<file path="src/rtl/alu_arbiter_if.sv">
// Requester and alu-side signal bundle for alu_arbiter.
// slave: arbiter side; master: requesters plus alu.
interface alu_arbiter_if #(
  parameter int N = 16
);
  logic         req0;
  logic         req1;
  logic [N-1:0] a0;
  logic [N-1:0] a1;
  logic [N-1:0] b0;
  logic [N-1:0] b1;
  logic [2:0]   op0;
  logic [2:0]   op1;
  logic         mov0;
  logic         mov1;
  logic         done0;
  logic         done1;
  logic [N-1:0] res;
  logic         o_f;
  logic         z_f;
  logic         n_f;
  logic [N-1:0] alu_a;
  logic [N-1:0] alu_b;
  logic [2:0]   alu_op;
  logic         alu_mov_sel;
  logic         alu_en;
  logic [N-1:0] alu_sum;
  logic         alu_o;
  logic         alu_z;
  logic         alu_n;

  modport slave (
    input  req0, req1, a0, a1, b0, b1,
    input  op0, op1, mov0, mov1,
    output done0, done1, res, o_f, z_f, n_f,
    output alu_a, alu_b, alu_op,
    output alu_mov_sel, alu_en,
    input  alu_sum, alu_o, alu_z, alu_n
  );

  modport master (
    output req0, req1, a0, a1, b0, b1,
    output op0, op1, mov0, mov1,
    input  done0, done1, res, o_f, z_f, n_f,
    input  alu_a, alu_b, alu_op,
    input  alu_mov_sel, alu_en,
    output alu_sum, alu_o, alu_z, alu_n
  );
endinterface

</file>
<file path="src/rtl/alu_arbiter.sv">
// Round-robin sharing of one registered alu between two requesters.
// Optional per-requester completion counters under ALU_ARB_STATS_EN.
module alu_arbiter #(
  parameter int N = 16
) (
  input  logic        clk,
  input  logic        rst,
  alu_arbiter_if.slave bus
`ifdef ALU_ARB_STATS_EN
  ,
  output logic [7:0]  gcnt0,
  output logic [7:0]  gcnt1
`endif
);

  typedef enum logic [1:0] {
    IDLE,
    ISSUE,
    WAIT
  } state_t;

  state_t       state;
  logic         last;
  logic         cur;
  logic         win;
  logic [N-1:0] a_w;
  logic [N-1:0] b_w;
  logic [2:0]   op_w;
  logic         mov_w;

  // A tie goes to the requester not granted last.
  always_comb begin
    win   = (bus.req0 & bus.req1) ? ~last : bus.req1;
    a_w   = win ? bus.a1 : bus.a0;
    b_w   = win ? bus.b1 : bus.b0;
    op_w  = win ? bus.op1 : bus.op0;
    mov_w = win ? bus.mov1 : bus.mov0;
  end

  always_ff @(posedge clk) begin
    if (rst) begin
      state           <= IDLE;
      last            <= 1'b1;
      cur             <= 1'b0;
      bus.done0       <= 1'b0;
      bus.done1       <= 1'b0;
      bus.res         <= '0;
      bus.o_f         <= 1'b0;
      bus.z_f         <= 1'b0;
      bus.n_f         <= 1'b0;
      bus.alu_a       <= '0;
      bus.alu_b       <= '0;
      bus.alu_op      <= '0;
      bus.alu_mov_sel <= 1'b0;
      bus.alu_en      <= 1'b0;
`ifdef ALU_ARB_STATS_EN
      gcnt0           <= '0;
      gcnt1           <= '0;
`endif
    end else begin
      bus.done0 <= 1'b0;
      bus.done1 <= 1'b0;
      unique case (state)
        IDLE: begin
          if (bus.req0 | bus.req1) begin
            cur             <= win;
            last            <= win;
            bus.alu_a       <= a_w;
            bus.alu_b       <= b_w;
            bus.alu_op      <= op_w;
            bus.alu_mov_sel <= mov_w;
            bus.alu_en      <= 1'b1;
            state           <= ISSUE;
          end
        end
        ISSUE: begin
          bus.alu_en <= 1'b0;
          state      <= WAIT;
        end
        WAIT: begin
          bus.res <= bus.alu_sum;
          bus.o_f <= bus.alu_o;
          bus.z_f <= bus.alu_z;
          bus.n_f <= bus.alu_n;
          if (cur) begin
            bus.done1 <= 1'b1;
`ifdef ALU_ARB_STATS_EN
            if (gcnt1 != 8'hFF)
              gcnt1 <= gcnt1 + 8'd1;
`endif
          end else begin
            bus.done0 <= 1'b1;
`ifdef ALU_ARB_STATS_EN
            if (gcnt0 != 8'hFF)
              gcnt0 <= gcnt0 + 8'd1;
`endif
          end
          state <= IDLE;
        end
        default: state <= IDLE;
      endcase
    end
  end

endmodule

</file>
<file path="src/flat_wrapper.sv">
// flat-port wrapper written by rule: the top's interface ports become plain ports
module alu_arbiter_flat 
#(
  parameter int N = 16
)
  (clk, rst, bus_req0, bus_req1, bus_a0, bus_a1, bus_b0, bus_b1, bus_op0, bus_op1, bus_mov0, bus_mov1, bus_done0, bus_done1, bus_res, bus_o_f, bus_z_f, bus_n_f, bus_alu_a, bus_alu_b, bus_alu_op, bus_alu_mov_sel, bus_alu_en, bus_alu_sum, bus_alu_o, bus_alu_z, bus_alu_n);
  alu_arbiter_if #(.N(N)) bus_i ();
  input  logic clk;
  input  logic rst;
  input wire logic [$bits(bus_i.req0)-1:0] bus_req0;
  input wire logic [$bits(bus_i.req1)-1:0] bus_req1;
  input wire logic [$bits(bus_i.a0)-1:0] bus_a0;
  input wire logic [$bits(bus_i.a1)-1:0] bus_a1;
  input wire logic [$bits(bus_i.b0)-1:0] bus_b0;
  input wire logic [$bits(bus_i.b1)-1:0] bus_b1;
  input wire logic [$bits(bus_i.op0)-1:0] bus_op0;
  input wire logic [$bits(bus_i.op1)-1:0] bus_op1;
  input wire logic [$bits(bus_i.mov0)-1:0] bus_mov0;
  input wire logic [$bits(bus_i.mov1)-1:0] bus_mov1;
  output wire logic [$bits(bus_i.done0)-1:0] bus_done0;
  output wire logic [$bits(bus_i.done1)-1:0] bus_done1;
  output wire logic [$bits(bus_i.res)-1:0] bus_res;
  output wire logic [$bits(bus_i.o_f)-1:0] bus_o_f;
  output wire logic [$bits(bus_i.z_f)-1:0] bus_z_f;
  output wire logic [$bits(bus_i.n_f)-1:0] bus_n_f;
  output wire logic [$bits(bus_i.alu_a)-1:0] bus_alu_a;
  output wire logic [$bits(bus_i.alu_b)-1:0] bus_alu_b;
  output wire logic [$bits(bus_i.alu_op)-1:0] bus_alu_op;
  output wire logic [$bits(bus_i.alu_mov_sel)-1:0] bus_alu_mov_sel;
  output wire logic [$bits(bus_i.alu_en)-1:0] bus_alu_en;
  input wire logic [$bits(bus_i.alu_sum)-1:0] bus_alu_sum;
  input wire logic [$bits(bus_i.alu_o)-1:0] bus_alu_o;
  input wire logic [$bits(bus_i.alu_z)-1:0] bus_alu_z;
  input wire logic [$bits(bus_i.alu_n)-1:0] bus_alu_n;
  assign bus_i.req0 = bus_req0;
  assign bus_i.req1 = bus_req1;
  assign bus_i.a0 = bus_a0;
  assign bus_i.a1 = bus_a1;
  assign bus_i.b0 = bus_b0;
  assign bus_i.b1 = bus_b1;
  assign bus_i.op0 = bus_op0;
  assign bus_i.op1 = bus_op1;
  assign bus_i.mov0 = bus_mov0;
  assign bus_i.mov1 = bus_mov1;
  assign bus_done0 = bus_i.done0;
  assign bus_done1 = bus_i.done1;
  assign bus_res = bus_i.res;
  assign bus_o_f = bus_i.o_f;
  assign bus_z_f = bus_i.z_f;
  assign bus_n_f = bus_i.n_f;
  assign bus_alu_a = bus_i.alu_a;
  assign bus_alu_b = bus_i.alu_b;
  assign bus_alu_op = bus_i.alu_op;
  assign bus_alu_mov_sel = bus_i.alu_mov_sel;
  assign bus_alu_en = bus_i.alu_en;
  assign bus_i.alu_sum = bus_alu_sum;
  assign bus_i.alu_o = bus_alu_o;
  assign bus_i.alu_z = bus_alu_z;
  assign bus_i.alu_n = bus_alu_n;
  alu_arbiter #(.N(N)) u_core (.clk(clk), .rst(rst), .bus(bus_i));
endmodule
</file>
<file path="config.mk">
export PLATFORM = sky130hd
export DESIGN_NAME = alu_arbiter_flat
export DESIGN_NICKNAME = d
export VERILOG_FILES = /design/src/rtl/alu_arbiter_if.sv /design/src/rtl/alu_arbiter.sv /design/src/flat_wrapper.sv
export SDC_FILE = /design/constraint.sdc
export NUM_CORES = 1
export LEC_CHECK = 0
export BUFFER_PORTS_ARGS = -buffer_cell sky130_fd_sc_hd__buf_2
export CAP_MARGIN = 5
export CORE_ASPECT_RATIO = 1.5
export CORE_MARGIN = 4
export CORE_UTILIZATION = 38
export DETAILED_ROUTE_END_ITERATION = 10
export GPL_TIMING_DRIVEN = 0
export PLACE_DENSITY_LB_ADDON = 0.3
export SETUP_SLACK_MARGIN = 0.5
export SYNTH_ARGS = -nofsm -noshare
export SYNTH_HDL_FRONTEND = slang
export SYNTH_SLANG_ARGS = --single-unit
</file>
<file path="constraint.sdc">
create_clock -name clk -period 3.3 [get_ports clk]
set_input_delay 0.66 -clock clk [delete_from_list [all_inputs] [get_ports clk]]
set_output_delay 0.66 -clock clk [all_outputs]
set_load 0.005 [all_outputs]
</file>
[Word level (Yosys, flattened, before mapping)]
Cells that the tools add are included.
Word-level totals
  register bits after elaboration: 62
  input port bits: 95
  output and inout port bits: 58
  word-level logic and storage cells: 37
Operators by class
  eq/ne operators: 3
  muxes and demuxes: 11
  bitwise gates (word level): 4
  reduce and logical (&&, ||, !) cells: 5
Operator list (number)
  $mux 16: 2
  $mux 1: 5
  $pmux 2 s2: 1
  $reduce_and 2->1: 2
  $mux 3: 1
  $eq 2x1->1 const B: 1
  $eq 2x2->1 const B: 1
  $logic_not 2->1: 1
  $mux 2: 1
  $ne 2x1->1 const B: 1
  $not 1->1: 2
  $pmux 1 s2: 1
  $reduce_bool 2->1: 1
  $reduce_or 2->1: 1
  $and 1x1->1: 1
  $or 1x1->1: 1

[Depth between registers and ports, before layout]
  depth in word-level cells: 3
  gate-level depth with buffers: 5
  depth with buffers taken out: 3

[Worst setup path before layout]
OpenSTA, ideal clock, no wires.
  path kind: input to register
  from: input port rst
  to: register u_core.bus.res[10]
  library setup time: 132 ps
  arrival time: 1373 ps
  data required time: 3168 ps
  setup slack: 1795 ps
  stages: 4
  buffers on the path: 3
  path through: clkbuf_1 > buf_2 > clkbuf_1 > a21oi_1
RTL lines
  start, declared: RTL line flat_wrapper.sv:9  | input logic rst;
  end signal, assigned: RTL line alu_arbiter.sv:81  | bus.res <= bus.alu_sum;
  end, declared: RTL line alu_arbiter_if.sv:35  | output done0, done1, res, o_f, z_f, n_f,
No word-level cell between the ends.

[Final worst setup path]
  from: input port bus_req0
  to: register u_core.bus.alu_a[3]
On the way
  word-level cells in the longest chain between the ends: 3
  elaborated cells on any way between the ends: 5
  those cells by class: 2 x mux; 2 x bitwise; 1 x reduce/logical
RTL lines
  start, declared: RTL line flat_wrapper.sv:10  | input wire logic [$bits(bus_i.req0)-1:0] bus_req0;
  $and 1x1->1: RTL line alu_arbiter.sv:33  | win = (bus.req0 & bus.req1) ? ~last : bus.req1;
  $mux 1: RTL line alu_arbiter.sv:33
  $mux 16: RTL line alu_arbiter.sv:34  | a_w = win ? bus.a1 : bus.a0;
  end signal, assigned: RTL line alu_arbiter.sv:68  | bus.alu_a <= a_w;
  end, declared: RTL line alu_arbiter_if.sv:36  | output alu_a, alu_b, alu_op,
Parallel ways exist; a longest one is shown, timed or not.
A chain may end at the register's enable or synchronous reset.

==> results.toml <==
[die]
ios = 153
core_sq_um = 6898
initial_core_util = 0.3909
dieHeight_um = 111.2
die_x_um = 76.78
rows = 37
dieArea_sq_um = 8535

[synth]
synth_area_sq_um = 2696
syn_nets = 406
yosys.cell_types.count = 23
synthCells = 311
yosys_warnings = 0
yosysSeqAreaShare = 0.4603
yosysTopAreaCell = "dfxtp_1"
ys_ff_latch = 62
synth_top_area_frac = 0.4603
synth_area_leaders = "dfxtp_1 (46%), nand2_1 (15%), a21oi_1 (10%)"
syn_area_per_cell_sq_um = 8.670

[timing]
drv_slew = 0
fin_crit_ps = 1564
fmaxAchievable_mhz = 639.2
final.setup.tns_ps = 0
period_share = 0.4741
rsz0062_at_grt = "false"
fin_skew_ps = 5.551
hold_viol_final = 0
fin_ws_ps = 1736
slew_headroom = 0.6053
tightestPinTransition_ps = 592.0
setup_violations = 0

[worst_hold_path]
hp-class = "reg -> reg"

[pwr]
irDropWorstVdd_uv = 274.5
power_leakage_nw = 1.755
power.density_nw_per_um2 = 508.7

[clock_tree]
cts_tree = "yes"
post_cts_buffers = 0
cts.htree.levels = 3
clock_path_buffers = 2
ctsHoldBuffers = 0
clkTransAtPathRegs_ps = 70
clk-insertion-delay-late_ps = 330
post_cts_resized = 0
cts-buffers-inserted = 9
ctsRootBufferMaster = "clkbuf_8"
cts.sinks = 62

[global_route]
grt_first_pass_wirelength_um = 12420
grt_pass1_vias = 2723
grtUsageTotal = 0.1791
grt_max_degree = 11
antenna_found_initial = 0
grt-ovfl-total = 0

[drt]
routed-wl-met2_um = 3696
drt-initial-drc-count = 103
ant_nets = 0
drt-total-wl_um = 7489
met1_length_um = 3073
vias = 2780
drt_pass1_iterations = 4
drc = 0
viasPerCell = 5.000
top_layer = "met4"
wl_met3_um = 587
post_drt_wl_per_cell_um = 13.47

[final_layout]
regArea_sq_um = 1241
syn2layout_area_growth_pct = 39.07
layout.nets = 568
multiInputGateArea_sq_um = 1239
fill_cells = 684
layout-drive-gt1-share = 0.4310
num_antenna_cells = 0
final_common_cell = "buf_2"
layout_common_cells = "buf_2 (155), nand2_1 (110), dfxtp_1 (62)"

[placed_design]
port_buffers = 151
gp_congestion = 0.7250
place_ws_ps = 1353
post-dp-hpwl_um = 5784

[worst_setup_path]
start_kind = "input port"
path_cells = "buf_2, o21bai_1, nor2_2, clkbuf_8, a311oi_2"
criticalPathCategory = "in -> reg"
worstPathRequired_ps = 3500
cp_max_fo = 10
arrival_ps = 1760
crit_slowest_cell = "nor2_2"
cp-end-kind = "flip-flop"
slowest_delay_ps = 440

[run_status]
status = "complete, no violations"

[run]
max_cap_violations = 0
## cells by family after synthesis
group,count (synthesis),synth area share
buf+inv,31,0.08028
compound gates,99,0.2877
simple gates,119,0.1717
flops,62,0.4603
## path summary, 6_finish.rpt
kind                                   startpoint                  end  slack, ps  cells past startpoint
worst max-delay path                     bus_req0  u_core.bus.alu_a[3]       1740                      5
worst min-delay path            u_core.bus.res[1]    u_core.bus.res[1]        450                      2
worst max register to register    u_core.state[1]  u_core.bus.alu_a[3]       1740                      4
worst min register to register  u_core.bus.res[1]    u_core.bus.res[1]        450                      2
## worst max-delay path: cells and delay by family
kind	cells	cell delay, ps
AND/OR/NAND/NOR	1	440
buffers and inverters	2	430
AO/OA/AOI/OAI	2	230
## sequential cells by signal, summed over array words and instances (netlist names)
register and flops:
u_core.bus.alu_en 1, u_core.cur 1, u_core.bus.res 16, u_core.last 1, u_core.bus.done0 1, u_core.bus.alu_b 16, u_core.bus.alu_op 3, u_core.bus.o_f 1
u_core.bus.z_f 1, u_core.bus.alu_a 16, u_core.bus.done1 1, u_core.bus.n_f 1, u_core.state 2, u_core.bus.alu_mov_sel 1
## cell type report
class,instances,area share
clock inverters,4,0.01201
plain buffers,29,0.05572
clock buffers,12,0.04137
well taps,78,0.02603
repair buffers,151,0.2015
inverters,2,0.002002
multi-input cells,218,0.3303
flip-flops and latches,62,0.3310
## metrics by stage
| step | total power [mW] | hold WS (ps) | area (sq um) | util | std cells |
|---|---|---|---|---|---|
| floorplan | 1.099 | 409.3 | 2696 | - | 311 |
| global placement | 1.262 | 438.8 | 3550 | 0.5146 | 540 |
| detailed placement | 1.269 | 443.0 | 3550 | 0.5146 | 540 |
| CTS | 1.936 | 452.0 | 3750 | 0.5436 | 556 |
| global route | 2.017 | 469.9 | 3750 | 0.5436 | 556 |
| finish | 1.908 | 447.9 | 3750 | 0.5436 | 556 |
## power by group
| part | internal [mW] | switching [mW] | total (mW) |
|---|---|---|---|
| clock | 0.386 | 0.276 | 0.662 |
| combinational | 0.192 | 0.202 | 0.394 |
| sequential | 0.816 | 0.0361 | 0.852 |
| total | 1.39 | 0.514 | 1.91 |
## metal layers
layer / global-route usage / up-vias
li1: - / 1417
met1: 0.2078 / 1240
met2: 0.3068 / 112
met3: 0.04228 / 11
met4: 0.08343 / 0
met5: 0 / -
## cell usage after synthesis
cell type / n
buf_4: 4
nand2_1: 110
a21bo_1: 1
and3_1: 1
clkbuf_1: 11
o21ba_2: 1
o21ai_0: 2
clkbuf_8: 2
nand3_1: 2
a21oi_1: 56
buf_2: 4
a311oi_2: 18
nor2b_1: 1
nor2_2: 1
o21bai_1: 1
nor3_1: 3
inv_1: 2
nand2b_1: 1
buf_6: 8
a21boi_4: 1
a311oi_1: 18
dfxtp_1: 62
o221a_2: 1
Power figures use the tool's default switching activity.
